[config.mk]
export PLATFORM = sky130hd
export DESIGN_NAME = i2c_scl_gen
export DESIGN_NICKNAME = d
export VERILOG_FILES = /design/src/rtl/i2c_scl_gen.sv
export SDC_FILE = /design/constraint.sdc
export NUM_CORES = 1
export LEC_CHECK = 0
export CORE_UTILIZATION = 41
export DETAILED_ROUTE_END_ITERATION = 8
export DONT_BUFFER_PORTS = 1
export GPL_TIMING_DRIVEN = 0
export SETUP_SLACK_MARGIN = 0.4
export SLEW_MARGIN = 10
export SYNTH_ARGS = -nofsm -noshare
export SYNTH_HDL_FRONTEND = slang
export SYNTH_SLANG_ARGS = --single-unit
[constraint.sdc]
create_clock -name clk_in -period 2.15 [get_ports clk_in]
set_input_delay 0.1075 -clock clk_in [delete_from_list [all_inputs] [get_ports clk_in]]
set_output_delay 0.1075 -clock clk_in [all_outputs]
set_load 0.1 [all_outputs]
[src/rtl/i2c_scl_gen.sv]
// I2C SCL generator: LOW/HIGH phase timing, slave clock-stretch tracking,
// multi-master synchronisation and bus-clear detection. All outputs are registered.
module i2c_scl_gen #(
  parameter int unsigned INPUT_CLK_RATE      = 50_000_000,
  parameter int unsigned TARGET_SCL_RATE     = 100_000,
  parameter int unsigned SLOWEST_MASTER_RATE = 50_000,
  parameter int unsigned MODE                = 0,
  parameter bit          PUSH_PULL           = 1'b0,
  parameter bit          MULTI_MASTER        = 1'b1,
  parameter int unsigned SYNC_STAGES         = 2
) (
  input  logic clk_in,
  input  logic reset_n,
  input  logic enable,
  input  logic scl_i,
  output logic scl_oe,
  output logic scl_o,
  output logic scl_fall,
  output logic scl_rise,
  output logic busy,
  output logic stretching,
  output logic bus_clear
);

  localparam int unsigned P          = INPUT_CLK_RATE / TARGET_SCL_RATE;
  localparam int unsigned W          = 2 * INPUT_CLK_RATE / SLOWEST_MASTER_RATE;
  localparam int unsigned LowCycles  = (MODE == 1) ? (2 * P) / 3 : P / 2;
  localparam int unsigned HighCycles = P - LowCycles;
  localparam int unsigned CntW       = (P > 1) ? $clog2(P) : 1;
  localparam int unsigned WaitW      = $clog2(W + 1);

  localparam logic [CntW-1:0]  LowLast    = CntW'(LowCycles - 1);
  localparam logic [CntW-1:0]  HighLast   = CntW'(HighCycles - 1);
  localparam logic [WaitW-1:0] WaitMax    = WaitW'(W);
  // Held-low time beyond the normal release-to-sync latency counts as a stretch.
  localparam logic [WaitW-1:0] StretchThr = WaitW'(SYNC_STAGES + 1);

  typedef enum logic [1:0] {StIdle, StLow, StHigh} state_e;

  state_e             state_q, state_d;
  logic [CntW-1:0]    cnt_q, cnt_d;
  logic [WaitW-1:0]   wait_q, wait_d;
  logic               seen_q, seen_d;
  logic [SYNC_STAGES-1:0] sync_q;
  logic               scl_oe_q, scl_o_q, fall_q, rise_q, busy_q, stretch_q, clear_q;
  logic               fall_d, rise_d, stretch_d, clear_d;
  logic               scl_s;

  // In push-pull mode the pad level is whatever we drive, so no external influence.
  assign scl_s = PUSH_PULL ? ~scl_oe_q : sync_q[SYNC_STAGES-1];

  // Pad synchroniser; resets to the idle (released, high) bus level.
  always_ff @(posedge clk_in or negedge reset_n) begin
    if (!reset_n) sync_q <= '1;
    else          sync_q <= {sync_q[SYNC_STAGES-2:0], scl_i};
  end

  // Phase sequencing, stretch/stall accounting and strobe generation.
  always_comb begin
    state_d   = state_q;
    cnt_d     = cnt_q;
    wait_d    = wait_q;
    seen_d    = seen_q;
    fall_d    = 1'b0;
    rise_d    = 1'b0;
    stretch_d = 1'b0;
    clear_d   = 1'b0;
    unique case (state_q)
      StIdle: begin
        cnt_d  = '0;
        wait_d = '0;
        seen_d = 1'b0;
        // A low bus while idle means someone else owns it; wait for release.
        if (enable && scl_s) begin
          state_d = StLow;
          fall_d  = 1'b1;
        end
      end
      StLow: begin
        if (cnt_q == LowLast) begin
          state_d = StHigh;
          cnt_d   = '0;
          seen_d  = 1'b0;
        end else begin
          cnt_d = cnt_q + 1'b1;
        end
      end
      StHigh: begin
        if (!scl_s && seen_q && MULTI_MASTER) begin
          // Another master pulled SCL low first: resynchronise to its LOW phase.
          state_d = StLow;
          cnt_d   = '0;
          wait_d  = '0;
          seen_d  = 1'b0;
          fall_d  = 1'b1;
        end else if (!scl_s) begin
          // Held low externally (or rise latency): freeze the phase counter.
          if (wait_q != WaitMax) wait_d = wait_q + 1'b1;
          stretch_d = (wait_d > StretchThr);
          clear_d   = (wait_d == WaitMax);
        end else begin
          wait_d = '0;
          seen_d = 1'b1;
          rise_d = !seen_q;
          if (cnt_q == HighLast) begin
            cnt_d  = '0;
            seen_d = 1'b0;
            if (enable) begin
              state_d = StLow;
              fall_d  = 1'b1;
              rise_d  = 1'b0;  // fall wins if H is a single cycle
            end else begin
              state_d = StIdle;
            end
          end else begin
            cnt_d = cnt_q + 1'b1;
          end
        end
      end
      default: state_d = StIdle;
    endcase
    if (PUSH_PULL) begin
      stretch_d = 1'b0;
      clear_d   = 1'b0;
    end
  end

  // State, counters and registered outputs.
  always_ff @(posedge clk_in or negedge reset_n) begin
    if (!reset_n) begin
      state_q   <= StIdle;
      cnt_q     <= '0;
      wait_q    <= '0;
      seen_q    <= 1'b0;
      scl_oe_q  <= 1'b0;
      scl_o_q   <= 1'b0;
      fall_q    <= 1'b0;
      rise_q    <= 1'b0;
      busy_q    <= 1'b0;
      stretch_q <= 1'b0;
      clear_q   <= 1'b0;
    end else begin
      state_q   <= state_d;
      cnt_q     <= cnt_d;
      wait_q    <= wait_d;
      seen_q    <= seen_d;
      scl_oe_q  <= (state_d == StLow);
      scl_o_q   <= PUSH_PULL && (state_d == StHigh);
      fall_q    <= fall_d;
      rise_q    <= rise_d;
      busy_q    <= (state_d != StIdle);
      stretch_q <= stretch_d;
      clear_q   <= clear_d;
    end
  end

  assign scl_oe     = scl_oe_q;
  assign scl_o      = scl_o_q;
  assign scl_fall   = fall_q;
  assign scl_rise   = rise_q;
  assign busy       = busy_q;
  assign stretching = stretch_q;
  assign bus_clear  = clear_q;

endmodule
# After elaboration in Yosys (flattened, before gate mapping)
# Cells that the tools add are included.
# word_totals
latchBits,0
mem_count,0
in_bits,4
mem_bits_rw,0
out_inout_bits,7
wordCells,72
romBits,0
register_bits,31
# op_classes
n_addsub,2
order_cmp,1
shift,0
eq_ne,8
div,0
n_mux,40
multipliers,0
reduce_logical,10
bitwise,0
# op_table
cell,n
2-to-1 mux 11 bit,6
2-to-1 mux 9 bit,3
case mux 9 bit (3 select lines),1
case mux 11 bit (2 select lines),1
2-to-1 mux 1 bit,21
"adder 11 x 1 -> 11 bit, second input constant",1
"equality test 11 bit, second input constant",1
"greater-than comparator 11 x 2 -> 1 bit, second input constant",1
"inequality test 11 bit, second input constant",1
2-to-1 mux 2 bit,5
"adder 9 x 1 -> 9 bit, second input constant",1
"equality test 9 x 8 -> 1 bit, second input constant",1
case mux 2 bit (3 select lines),1
"equality test 2 x 1 -> 1 bit, second input constant",2
nonzero test 2 bit,2
"inequality test 3 bit, second input constant",1
case mux 1 bit (3 select lines),1
AND reduction 3 bit,1
nonzero test 3 bit,1
"equality test 2 bit, second input constant",1
logical AND 1 bit,2
zero test 1 bit,2
zero test 2 bit,1
"inequality test 2 bit, second input constant",1
other kinds (2),2

# Depth between registers and ports, before layout
# logic_depth
ltp_word,9
ltp_mapped,9
depth_no_buf,7

# Least setup slack after synthesis
# OpenSTA, ideal clock, no wires.
# synth_timing
kind,register to register
start,reg state_q[0]
end,reg clear_q (netlist: bus_clear)
period_less_slack_ns,1.926
t_arrival_ns,1.825
path_slack_ns,0.224
setup_ns,0.101
n_path_buf,1
required_ns,2.049
stages_incl_launch_ff,7
cell_sequence,dfrtp_1 inv_1 ha_1 buf_4 or3b_4 or4_1 nor4_1
# synth_via
elab_chain_len,2
# synth_lines
item,line,text
"start, declared",40,"state_e state_q, state_d;"
"start signal, assigned",131,state_q <= StIdle;
"start signal, assigned",143,state_q <= state_d;
equality test 2 bit,68,unique case (state_q)
2-to-1 mux 1 bit,68,
via clear_d,46,"logic fall_d, rise_d, stretch_d, clear_d;"
"end signal, assigned",153,clear_q <= clear_d;
"end, declared",45,"logic scl_oe_q, scl_o_q, fall_q, rise_q, busy_q, stretch_q, clear_q;"
# The timed path passes the listed nets, and every way through them passes these cells.
# A chain may end at the register's enable or synchronous reset.

# Final worst setup path
# layout_timing
start,reg wait_q[1]
end,reg stretch_q (netlist: stretching)
# layout_via
elab_chain_len,9
elab_cells_between_ends,10
cone_classes,add/sub: 1; order compare: 1; eq/ne: 1; mux: 7
# layout_lines
item,line,text
"start, declared",42,"logic [WaitW-1:0] wait_q, wait_d;"
"start signal, assigned",145,wait_q <= wait_d;
adder 11 x 1 -> 11 bit / inequality test 11 bit (equally long branches),98,if (wait_q != WaitMax) wait_d = wait_q + 1'b1;
2-to-1 mux 11 bit *,98,
2-to-1 mux 11 bit *,96,end else if (!scl_s) begin
2-to-1 mux 11 bit *,89,if (!scl_s && seen_q && MULTI_MASTER) begin
2-to-1 mux 11 bit *,68,
greater-than comparator 11 x 2 -> 1 bit *,99,stretch_d = (wait_d > StretchThr);
2-to-1 mux 1 bit *,96,
2-to-1 mux 1 bit *,89,
2-to-1 mux 1 bit *,68,
via stretch_d,46,
"end signal, assigned",152,stretch_q <= stretch_d;
"end, declared",45,
# The timed path passes the listed nets; every way through them passes the cells marked *. The select of a mux whose other input is x is not followed.

==> metrics.md <==
| Metric | Value |
|---|---|
| Slew headroom | `41.9%` |
| Via count | `1677` |
| Pwr Total | `1.10 mW` |
| Routability cong. | `0.870` |
| Post-DRT Antenna Nets | `0` |
| Startpoint types | `flip-flop` |
| FF-to-FF setup slack | `0.23 ns` |
| Dpl hpwl | `2710 µm` |
| Setup TNS | `0 ns` |
| Top-count cell post-synth | `dfrtp_1` |
| Post-synth top cells | `dfrtp_1 (29), nor2_1 (23), o21ai_0 (16)` |
| Routed WL | `around 4900 µm` |
| Routed vias/inst | `5.78` |
| Area leader, netlist | `dfrtp_1` |
| Worst setup margin | `0.227 ns` |
| Max Cap Viol | `0` |
| M1 WL | `~2000 µm` |
| Unique masters post-synth | `49` |
| Hold Crit Class | `input port to flip-flop` |
| DRT Pass-1 Iters | `4` |
| Final #Nets | `250` |
| Post-synthesis sequential element count | `31` |
| Clock network latency to the later pin of the worst-skew pair | `0.29 ns` |
| Hold path cells | `2` |
| H-tree levels | `2` |
| P per Cell Area | `430 mW/mm²` |
| Place WS | `0.158 ns` |
| Worst r2r dst | `stretching$_DFF_PN0_` |
| Area Overhead vs Synth | `37.7%` |
| Crit. End Element | `flip-flop` |
| Rows | `24` |
| Hold Fails Final Rpt | `0` |
| Initial core utilization | `42.8%` |
| Synthesized area per cell | `9.42 µm²` |
| Drt drc | `0` |
| Top_reg_cell synth | `dfrtp_1` |
| Die W | `69.4 µm` |
| Final period utilization | `89.5%` |
| Core Region | `0.00435 mm²` |
| Worst Skew | `0.00849 ns` |
| Worst Path Required | `2.30 ns` |
| Die Y | `69.4 µm` |
| Hold Crit Start | `enable` |
| Hold EP | `scl_fall$_DFF_PN0_` |
| Final setup violation count | `0` |
| Number of flops mapped to enable cells by yosys | `0` |
| R2r worst-path depth | `8` |
| Gr usage total | `19.4%` |
| Io pins | `11` |
| Total CTS buffers | `5` |
| Root buffer cell | `clkbuf_8` |
| DR iter-0 viols | `184` |
| Worst VDD drop | `0.000266 V` |
| Area contributors post-synth | `dfrtp_1 (39%), ha_1 (6.0%), xnor2_1 (5.6%)` |
| Hold slack | `0.0422 ns` |
| Synth Warn # | `0` |
| FF-to-FF Start | `wait_q[1]$_DFFE_PN0P_` |
| Sink Count | `31` |
| Die ar. | `0.00482 mm²` |
| Standby leakage power | `around 1.1 nW` |
| Vias in the first global route | `1557` |
| First-pass GRT wire length | `roughly 7400 µm` |
| Reg clk slew, reported paths | `0.07 ns` |
| Wire per inst | `about 17 µm` |
| Yosys top cell area share | `38.9%` |
| RSZ-0062 raised after global routing | `yes` |
| Final cell count without fillers | `290` |
| Met2 WL | `2500 µm` |
| Share of layout cells above drive strength 1 | `39.9%` |
| Synthesized instance count | `198` |
| Mapped Nets | `211` |
| IO buf count | `0` |
| ANT cells | `0` |
| Max FO, Critical Path | `8` |
| Met3 WL post-DR | `225 µm` |
| Grt ovf | `0` |
| Antenna violations before repair | `0` |
| Register area share after synthesis | `about two fifths` |
| Async S/R FF share, synth | `100%` |
| Post-Syn Area | `about 0.0019 mm²` |
| CTS tree | `built` |
| Placed insts | `250` |
| WS Path Type | `flip-flop to flip-flop` |
| Largest net degree at the start of global routing | `32` |
| Final slew viol count | `0` |
| Status | `finished, final reports clean` |
| Highest metal used | `met4` |
| Deepest clock path buffer count | `2` |
| Fin crit period | `slightly below 2 ns` |
| Maximum clock frequency | `around 520 MHz` |
| Crit path DAT | `2.08 ns` |
| Least-Margin Pin Slew | `approximately 0.87 ns` |
[flip-flops by register name, indices dropped and copies added, names as in the netlist]
register	flops
bus_clear	1
busy	1
cnt_q	9
scl_fall	1
scl_oe	1
scl_rise	1
seen_q	1
state_q	2
stretching	1
sync_q	2
wait_q	11
[worst max-delay path: stages (launching register included)]
cell and delay, ns:
dfrtp_2 0.43, buf_4 0.15, ha_4 0.15, and3_1 0.18
buf_6 0.14, a311oi_2 0.23, a31oi_1 0.07, nor4_1 0.26
a31oi_1 0.17
[logic make-up after synthesis]
logic type | after synthesis | share of synthesized area (%)
and+or+nand+nor | 81 | 24.2
xor gates and xnor gates | 16 | 7.52
buffers and inverters | 18 | 5.50
AOI/OAI and AO/OA | 42 | 14.8
adders and majority gates | 9 | 6.04
other | 1 | 0.201
DFF | 31 | 41.7
[worst max-delay path by stage]
| stage | startpoint | to | slack [ns] | cells after the start |
|---|---|---|---|---|
| 2_1_floorplan | state_q[0]$_DFF_PN0_ | bus_clear$_DFF_PN0_ | 0.39 | 6 |
| 3_5_place_dp | state_q[0]$_DFF_PN0_ | bus_clear$_DFF_PN0_ | 0.16 | 6 |
| 6_report | wait_q[1]$_DFFE_PN0P_ | stretching$_DFF_PN0_ | 0.23 | 8 |
| 5_1_grt | wait_q[1]$_DFFE_PN0P_ | stretching$_DFF_PN0_ | 0.11 | 8 |
| 4_1_cts | state_q[0]$_DFF_PN0_ | bus_clear$_DFF_PN0_ | 0.29 | 6 |
| 3_3_place_gp | state_q[0]$_DFF_PN0_ | bus_clear$_DFF_PN0_ | 0.20 | 6 |
[report_power, final]
| group | switching (mW) | internal (mW) |
|---|---|---|
| clock | 0.226 | 0.258 |
| sequential | 0.00324 | 0.587 |
| combinational | 0.0202 | 0.00926 |
[through the flow]
stage	instance area, µm²	utilization (%)
6_report	2570	59.0
5_1_grt	2570	59.0
4_1_cts	2270	52.1
3_5_place_dp	1940	44.5
3_3_place_gp	1940	44.5
2_1_floorplan	1870	-
[layer usage]
layer / vias to the layer above / global-route usage, %
li1: 787 / -
met1: 809 / 23.9
met2: 59 / 32.1
met3: 22 / 4.51
met4: 0 / 9.07
met5: - / 0
[area by class of cell]
cell class,count,area [µm²]
clock inverters,1,5.00
well taps,52,65.1
inverters,7,26.3
fillers,355,1790
repair buffers,32,300
flip-flops and latches,31,782
multi-input cells,149,1200
clock buffers,7,86.3
plain buffers,11,101
[repair_timing]
item / in CTS / in global routing
cloned: 0 / 1
hold endpoints to repair: 33 / 0
resized for setup: 20 / 57
endpoints found under the setup margin: 20 / 25
pin swaps: 9 / 28
buffers inserted: 13 / 14
hold buffers: 4 / 0
[cell usage in the layout, fill, tap and decap left out, types with 2 or more instances in the layout]
master	instances
dfrtp_1	26
buf_4	24
nor2_1	17
nand2_1	14
xnor2_1	11
buf_6	9
o21ai_1	9
o21ai_0	7
nand4_1	6
nand3_1	6
clkbuf_8	6
inv_2	5
and3_1	5
ha_1	5
a21oi_2	4
nor2_4	4
xor2_1	4
a31oi_1	3
a21oi_1	3
a22o_1	3
ha_4	3
dlygate4sd3_1	3
dfrtp_2	3
inv_1	2
nand2b_1	2
a311oi_2	2
nor2b_1	2
clkbuf_4	2
and4_2	2
buf_12	2
a21o_1	2
nor2_2	2
dfstp_2	2
No activity file was read; power rests on OpenSTA's default activity.
